--- src/rtl/uart_pkg.sv ---
// uart_pkg: constants shared by the UART transmitter and receiver.
//   DATA_BITS     - payload width of one frame
//   uart_state_t  - 3-bit FSM encoding used by uart_tx and uart_rx
//   PAR_EVEN/ODD  - parity-mode selector values
//   calc_parity   - parity bit for a byte in the selected mode
package uart_pkg;

  localparam int DATA_BITS = 8;

  localparam bit PAR_EVEN = 1'b0;
  localparam bit PAR_ODD  = 1'b1;

  typedef enum logic [2:0] {
    S_IDLE    = 3'd0,
    S_START   = 3'd1,
    S_DATA    = 3'd2,
    S_PARITY  = 3'd3,
    S_STOP    = 3'd4,
    S_CLEANUP = 3'd5
  } uart_state_t;

  // Even mode: XOR of the data bits. Odd mode: its complement.
  function automatic logic calc_parity(input logic [DATA_BITS-1:0] i_byte,
                                       input bit i_mode);
    return (^i_byte) ^ (i_mode == PAR_ODD);
  endfunction

endpackage

--- src/rtl/uart_bit_timer.sv ---
// uart_bit_timer: bit-period tick generator shared by uart_tx and uart_rx.
//   i_clk, i_rst_n  clock / async active-low reset
//   i_clear         hold the count at 0 (no tick while asserted)
//   o_bit_end       one-cycle tick while the count equals CLK_CY_PER_BIT-1
// The count runs 0..CLK_CY_PER_BIT-1 and wraps on the tick, so a bit that
// starts with the count at 0 lasts exactly CLK_CY_PER_BIT clocks.
module uart_bit_timer #(
  parameter int CLK_CY_PER_BIT = 87
) (
  input  logic i_clk,
  input  logic i_rst_n,
  input  logic i_clear,
  output logic o_bit_end
);

  localparam int CW = (CLK_CY_PER_BIT > 1) ? $clog2(CLK_CY_PER_BIT) : 1;
  localparam logic [CW-1:0] LAST = CW'(CLK_CY_PER_BIT - 1);

  logic [CW-1:0] r_count;
  logic          w_at_last;

  assign w_at_last = (r_count == LAST);
  assign o_bit_end = w_at_last && !i_clear;

  always_ff @(posedge i_clk or negedge i_rst_n) begin
    if (!i_rst_n) begin
      r_count <= '0;
    end else if (i_clear || w_at_last) begin
      r_count <= '0;
    end else begin
      r_count <= r_count + 1'b1;
    end
  end

endmodule

--- src/rtl/uart_tx.sv ---
// uart_tx: UART transmitter, frame = start, 8 data bits LSB-first, parity, stop.
//   i_clk, i_rst_n  clock / async active-low reset
//   i_Tx_Dv         byte valid; accepted when i_Tx_Dv && o_Tx_Ready
//   i_Tx_Byte       byte to send, sampled on the accepting edge
//   o_Tx_Ready      a byte can be accepted this cycle
//   o_Tx_Active     frame (start..stop) on the line
//   o_Tx_Serial     serial line, idles high
//   o_Tx_Done       one-cycle pulse in CLEANUP after the stop bit
// Optional macro UART_TX_HOLD_EN adds a one-byte holding register so the next
// byte can be queued while a frame is in flight.
module uart_tx
  import uart_pkg::*;
#(
  parameter int CLK_CY_PER_BIT = 87,
  parameter bit PARITY_ODD     = 1'b0
) (
  input  logic                 i_clk,
  input  logic                 i_rst_n,
  input  logic                 i_Tx_Dv,
  input  logic [DATA_BITS-1:0] i_Tx_Byte,
  output logic                 o_Tx_Ready,
  output logic                 o_Tx_Active,
  output logic                 o_Tx_Serial,
  output logic                 o_Tx_Done
);

  localparam int IW = $clog2(DATA_BITS);
  localparam logic [IW-1:0] LAST_IDX = IW'(DATA_BITS - 1);

  uart_state_t          r_state;
  uart_state_t          w_next;
  logic [DATA_BITS-1:0] r_shift;
  logic                 r_parity;
  logic [IW-1:0]        r_bit_idx;
  logic                 w_accept;
  logic                 w_bit_end;
  logic                 w_timer_clr;
  logic                 w_start_frame;

  assign w_accept = i_Tx_Dv && o_Tx_Ready;

  // IDLE and CLEANUP keep the timer at 0 so every frame's start bit gets a
  // full period, including the back-to-back CLEANUP->START path.
  assign w_timer_clr = (r_state == S_IDLE) || (r_state == S_CLEANUP);

  uart_bit_timer #(
    .CLK_CY_PER_BIT(CLK_CY_PER_BIT)
  ) u_bit_timer (
    .i_clk    (i_clk),
    .i_rst_n  (i_rst_n),
    .i_clear  (w_timer_clr),
    .o_bit_end(w_bit_end)
  );

`ifdef UART_TX_HOLD_EN
  logic [DATA_BITS-1:0] r_hold;
  logic                 r_hold_full;
  logic                 w_direct;
  logic                 w_drain;
  logic                 w_hold_wr;

  // Load the shifter straight from the input only when nothing is queued;
  // any other accepted byte goes to the holding register.
  assign w_direct      = w_accept && (r_state == S_IDLE) && !r_hold_full;
  assign w_hold_wr     = w_accept && !w_direct;
  assign w_drain       = r_hold_full && ((r_state == S_IDLE) || (r_state == S_CLEANUP));
  assign w_start_frame = w_direct || w_drain;
  assign o_Tx_Ready    = !r_hold_full;

  always_ff @(posedge i_clk or negedge i_rst_n) begin
    if (!i_rst_n) begin
      r_hold      <= '0;
      r_hold_full <= 1'b0;
    end else if (w_hold_wr) begin
      r_hold      <= i_Tx_Byte;
      r_hold_full <= 1'b1;
    end else if (w_drain) begin
      r_hold_full <= 1'b0;
    end
  end

  always_ff @(posedge i_clk or negedge i_rst_n) begin
    if (!i_rst_n) begin
      r_shift  <= '0;
      r_parity <= 1'b0;
    end else if (w_drain) begin
      r_shift  <= r_hold;
      r_parity <= calc_parity(r_hold, PARITY_ODD);
    end else if (w_direct) begin
      r_shift  <= i_Tx_Byte;
      r_parity <= calc_parity(i_Tx_Byte, PARITY_ODD);
    end
  end
`else
  assign w_start_frame = w_accept && (r_state == S_IDLE);
  assign o_Tx_Ready    = (r_state == S_IDLE);

  always_ff @(posedge i_clk or negedge i_rst_n) begin
    if (!i_rst_n) begin
      r_shift  <= '0;
      r_parity <= 1'b0;
    end else if (w_start_frame) begin
      r_shift  <= i_Tx_Byte;
      r_parity <= calc_parity(i_Tx_Byte, PARITY_ODD);
    end
  end
`endif

  always_ff @(posedge i_clk or negedge i_rst_n) begin
    if (!i_rst_n) begin
      r_state <= S_IDLE;
    end else begin
      r_state <= w_next;
    end
  end

  always_comb begin
    w_next = r_state;
    case (r_state)
      S_IDLE:    if (w_start_frame) w_next = S_START;
      S_START:   if (w_bit_end) w_next = S_DATA;
      S_DATA:    if (w_bit_end && (r_bit_idx == LAST_IDX)) w_next = S_PARITY;
      S_PARITY:  if (w_bit_end) w_next = S_STOP;
      S_STOP:    if (w_bit_end) w_next = S_CLEANUP;
      S_CLEANUP: w_next = w_start_frame ? S_START : S_IDLE;
      default:   w_next = S_IDLE;
    endcase
  end

  // Index wraps back to 0 after the last data bit, ready for the next frame.
  always_ff @(posedge i_clk or negedge i_rst_n) begin
    if (!i_rst_n) begin
      r_bit_idx <= '0;
    end else if (r_state != S_DATA) begin
      r_bit_idx <= '0;
    end else if (w_bit_end) begin
      r_bit_idx <= r_bit_idx + 1'b1;
    end
  end

  // Outputs decode the registered state, so reset forces the line high at once.
  always_comb begin
    o_Tx_Serial = 1'b1;
    o_Tx_Active = 1'b0;
    o_Tx_Done   = 1'b0;
    case (r_state)
      S_START:   begin o_Tx_Serial = 1'b0;               o_Tx_Active = 1'b1; end
      S_DATA:    begin o_Tx_Serial = r_shift[r_bit_idx]; o_Tx_Active = 1'b1; end
      S_PARITY:  begin o_Tx_Serial = r_parity;           o_Tx_Active = 1'b1; end
      S_STOP:    begin o_Tx_Serial = 1'b1;               o_Tx_Active = 1'b1; end
      S_CLEANUP: o_Tx_Done = 1'b1;
      default:   ;
    endcase
  end

endmodule

--- config.mk ---
export PLATFORM = sky130hd
export DESIGN_NAME = uart_tx
export DESIGN_NICKNAME = d
export VERILOG_FILES = /design/src/rtl/uart_pkg.sv /design/src/rtl/uart_bit_timer.sv /design/src/rtl/uart_tx.sv
export SDC_FILE = /design/constraint.sdc
export NUM_CORES = 1
export LEC_CHECK = 0
export BUFFER_PORTS_ARGS = -buffer_cell sky130_fd_sc_hd__buf_2
export CAP_MARGIN = 20
export CORE_AREA = 2 2 41 62
export CTS_CLUSTER_DIAMETER = 80
export DETAILED_ROUTE_END_ITERATION = 10
export DIE_AREA = 0 0 43 64
export HOLD_SLACK_MARGIN = 0.08
export PLACE_DENSITY = 0.75
export SLEW_MARGIN = 0
export SYNTH_ARGS = -nofsm -noshare
export SYNTH_HDL_FRONTEND = slang
export SYNTH_HIERARCHICAL = 1
export SYNTH_SLANG_ARGS = --single-unit
--- constraint.sdc ---
create_clock -name i_clk -period 1.98 [get_ports i_clk]
set_input_delay 0.099 -clock i_clk [delete_from_list [all_inputs] [get_ports i_clk]]
set_output_delay 0.099 -clock i_clk [all_outputs]
set_load 0.01 [all_outputs]
==> results_dict.tcl <==
set metrics [dict create \
    dieWidth_um 43 \
    first_pass_iters 4 \
    r2r_slack_ns 0.20 \
    fin_ws_ns 0.124 \
    io_buffers 14 \
    initialDrtViolationCount 12 \
    avgSynthCellArea_um2 11.2 \
    skew_ns 0.00285 \
    dr_total_vias 835 \
    postCtsSetupBuffers 0 \
    synth_top_area_cell "dfrtp_1" \
    required_ns 1.88 \
    synth_edf_count 0 \
    fmax_mhz 539 \
    worst-r2r-cell-count 8 \
    hold_slack_ns 0.214 \
    hold_path.class "in2reg" \
    yosysTopAreaCellShare_pct 45.8 \
    synthSimpleGateAreaFrac_pct 16.8 \
    via_per_inst 5.35 \
    leakage_nw 0.657 \
    yosysSeqAreaShare_pct 45.8 \
    ys_top_cells_by_count "22 x dfrtp_1, 14 x nor2_1, 10 x xnor2_1" \
    setup-tns-final_ns 0 \
    htree_levels 1 \
    syn_area_um2 1200 \
    fin_crit_ns 1.86 \
    grt_remaining_overflow 0 \
    grt_pass1_wl_um 3820 \
    initial_utilization_pct 54.4 \
    rows 21 \
    dieHeight_um 64 \
    place_ws_ns 0.226 \
    yosys_most_used_dff "dfrtp_1" \
    worstPathMaxFanout 8 \
    peakVddDrop_mv 0.463 \
    critPathArrivalTime_ns 1.76 \
    yosys_warnings 6 \
    power_density_nw_per_um2 597 \
    antenna_found_initial 0 \
    synthMuxAreaShare_pct 13.0 \
    cts_buffers 3 \
    grt_max_degree 23 \
    synthAdderAreaFrac_pct 4.17 \
    synthesis.nets 122 \
    place_area_um2 1280 \
    cp-end-kind "output port" \
    grt_use_total_pct 17.8 \
    pin_count 15 \
    synth-seq-cells 22 \
    synthCells 107 \
    reg2reg_from "r_state[2]" \
    drt_wl_total_um 2190 \
    drive_above_1_share_pct 27.8 \
    ant_nets 0 \
    timing.rr.end "r_state[1]" \
    netlist_top_cells_area "dfrtp_1 46%, xnor2_1 7.3%, mux2_2 6.6%" \
    wl_per_cell_um 14.0 \
    clk_latency_ns 0.30 \
    core_area_um2 2210 \
    synth_compound_area_share_pct 6.87 \
    clock_sink_count 22 \
    final_area_um2 1430 \
    cts_buffer_depth 2 \
    holdCritStartpoint "i_Tx_Dv" \
    drc_errors 0 \
    relSlewSlack_pct 66.8 \
    diodes 0 \
    cts-root-buf "clkbuf_4" \
    nets 149 \
    outcome "completed" \
    synth.most_common_cell "dfrtp_1" \
    worst_pin_slew_ns 0.499 \
    place_congestion 0.794 \
    fin_crit_sh_pct 93.8 \
    min_to "r_parity" \
    crit_type "reg2out" \
    synth_top_family_by_area "simple AND/OR/NAND/NOR gates" \
    syn2layout_area_growth_pct 18.8 \
    cts_tree "yes" \
    maxCapViolCount 0 \
    slew_viol_final 0 \
    num-fill-cells 184 \
    rsz0062_at_grt "false" \
    hold_buffers 9 \
    grt_pass1_vias 907 \
    cts_resized 0 \
    min_delay_path_depth 3 \
    synth_xor_area_share_pct 9.48 \
    synthDistinctLibCells 34 \
    path_clk_slew_ns 0.12 \
    finalHoldViolations 0 \
    hpwlAfterDp_um 1630 \
    synth-async-reset-ratio_pct 100 \
    setup_viol 0 \
    design.die.area_um2 2750 \
    startpoint_type "flop" \
]
[report_power, final]
| part | switching [mW] | internal (mW) | total [mW] |
|---|---|---|---|
| Clock | 0.136 | 0.204 | 0.340 |
| Combinational | 0.0276 | 0.0351 | 0.0627 |
| Sequential | 0 | 0.449 | 0.449 |
[layout by cell type (no fill, tap or decap), types with 2 or more instances in the layout]
| cell | synthesis | layout |
|---|---|---|
| inv_1 | 2 | 2 |
| nor2_1 | 14 | 14 |
| xor2_1 | 3 | 3 |
| mux2_2 | 7 | 7 |
| clkbuf_4 | 0 | 3 |
| nand3_1 | 7 | 7 |
| a21oi_1 | 4 | 4 |
| o21ai_0 | 2 | 2 |
| dlygate4sd3_1 | 0 | 9 |
| nand2_1 | 3 | 3 |
| or3_1 | 2 | 2 |
| buf_2 | 1 | 14 |
| mux2i_1 | 4 | 4 |
| ha_1 | 4 | 4 |
| dfrtp_1 | 22 | 22 |
| buf_4 | 0 | 3 |
| xnor2_1 | 10 | 10 |
[stage by stage]
step / total power [mW] / utilization (%) / std cells
6_report: 0.852 / 64.6 / 156
5_1_grt: 0.878 / 64.6 / 156
4_1_cts: 0.861 / 64.6 / 156
3_5_place_dp: 0.507 / 58.2 / 143
3_3_place_gp: 0.506 / 58.2 / 143
2_1_floorplan: 0.483 / - / 107
[final cells by class]
type | instances | area [um^2] | share of cell area (%)
flip-flops and latches | 22 | 551 | 38.6
repair buffers | 26 | 183 | 12.8
well taps | 23 | 28.8 | 2.02
clock inverters | 1 | 30.0 | 2.11
clock buffers | 3 | 22.5 | 1.58
multi-input cells | 79 | 604 | 42.4
inverters | 2 | 7.51 | 0.526
[routing by layer]
metal | global-route usage (%) | vias up | routed length, um
li1 | - | 422 | -
met1 | 20.9 | 397 | 906
met2 | 33.1 | 14 | 1210
met3 | 1.69 | 2 | 50
met4 | 5.68 | 0 | 21
met5 | 0 | - | 0
[worst max-delay path by stage]
stage | startpoint | endpoint | slack (ns)
floorplan | r_state[2] | r_state[0] | 0.12
global placement | r_state[1] | r_state[1] | 0.28
global route | r_state[2] | o_Tx_Serial | 0.03
finish | r_state[2] | o_Tx_Serial | 0.12
detailed placement | r_state[2] | r_state[1] | 0.23
CTS | r_state[2] | o_Tx_Serial | 0.10
[flip-flops by register name, indices dropped and copies added (netlist names)]
signal and cells:
r_bit_idx 3, r_shift 8, u_bit_timer/r_count 7, r_state 3, r_parity 1
[cell families after synthesis]
kind of cell               after synthesis
and+or+nand+nor                         37
DFF                                     22
xor gates and xnor gates                13
muxes                                   13
AOI/OAI and AO/OA                       12
buffers and inverters                    6
adders and majority gates                4
[critical path, cell delays in order (launching register included)]
cell and delay [ns]:
dfrtp_1 0.40, buf_4 0.17, or3b_4 0.42, a31oi_1 0.15, o211ai_1 0.10, nand3_1 0.09, buf_2 0.13
No activity file was read; power rests on OpenSTA's default activity.
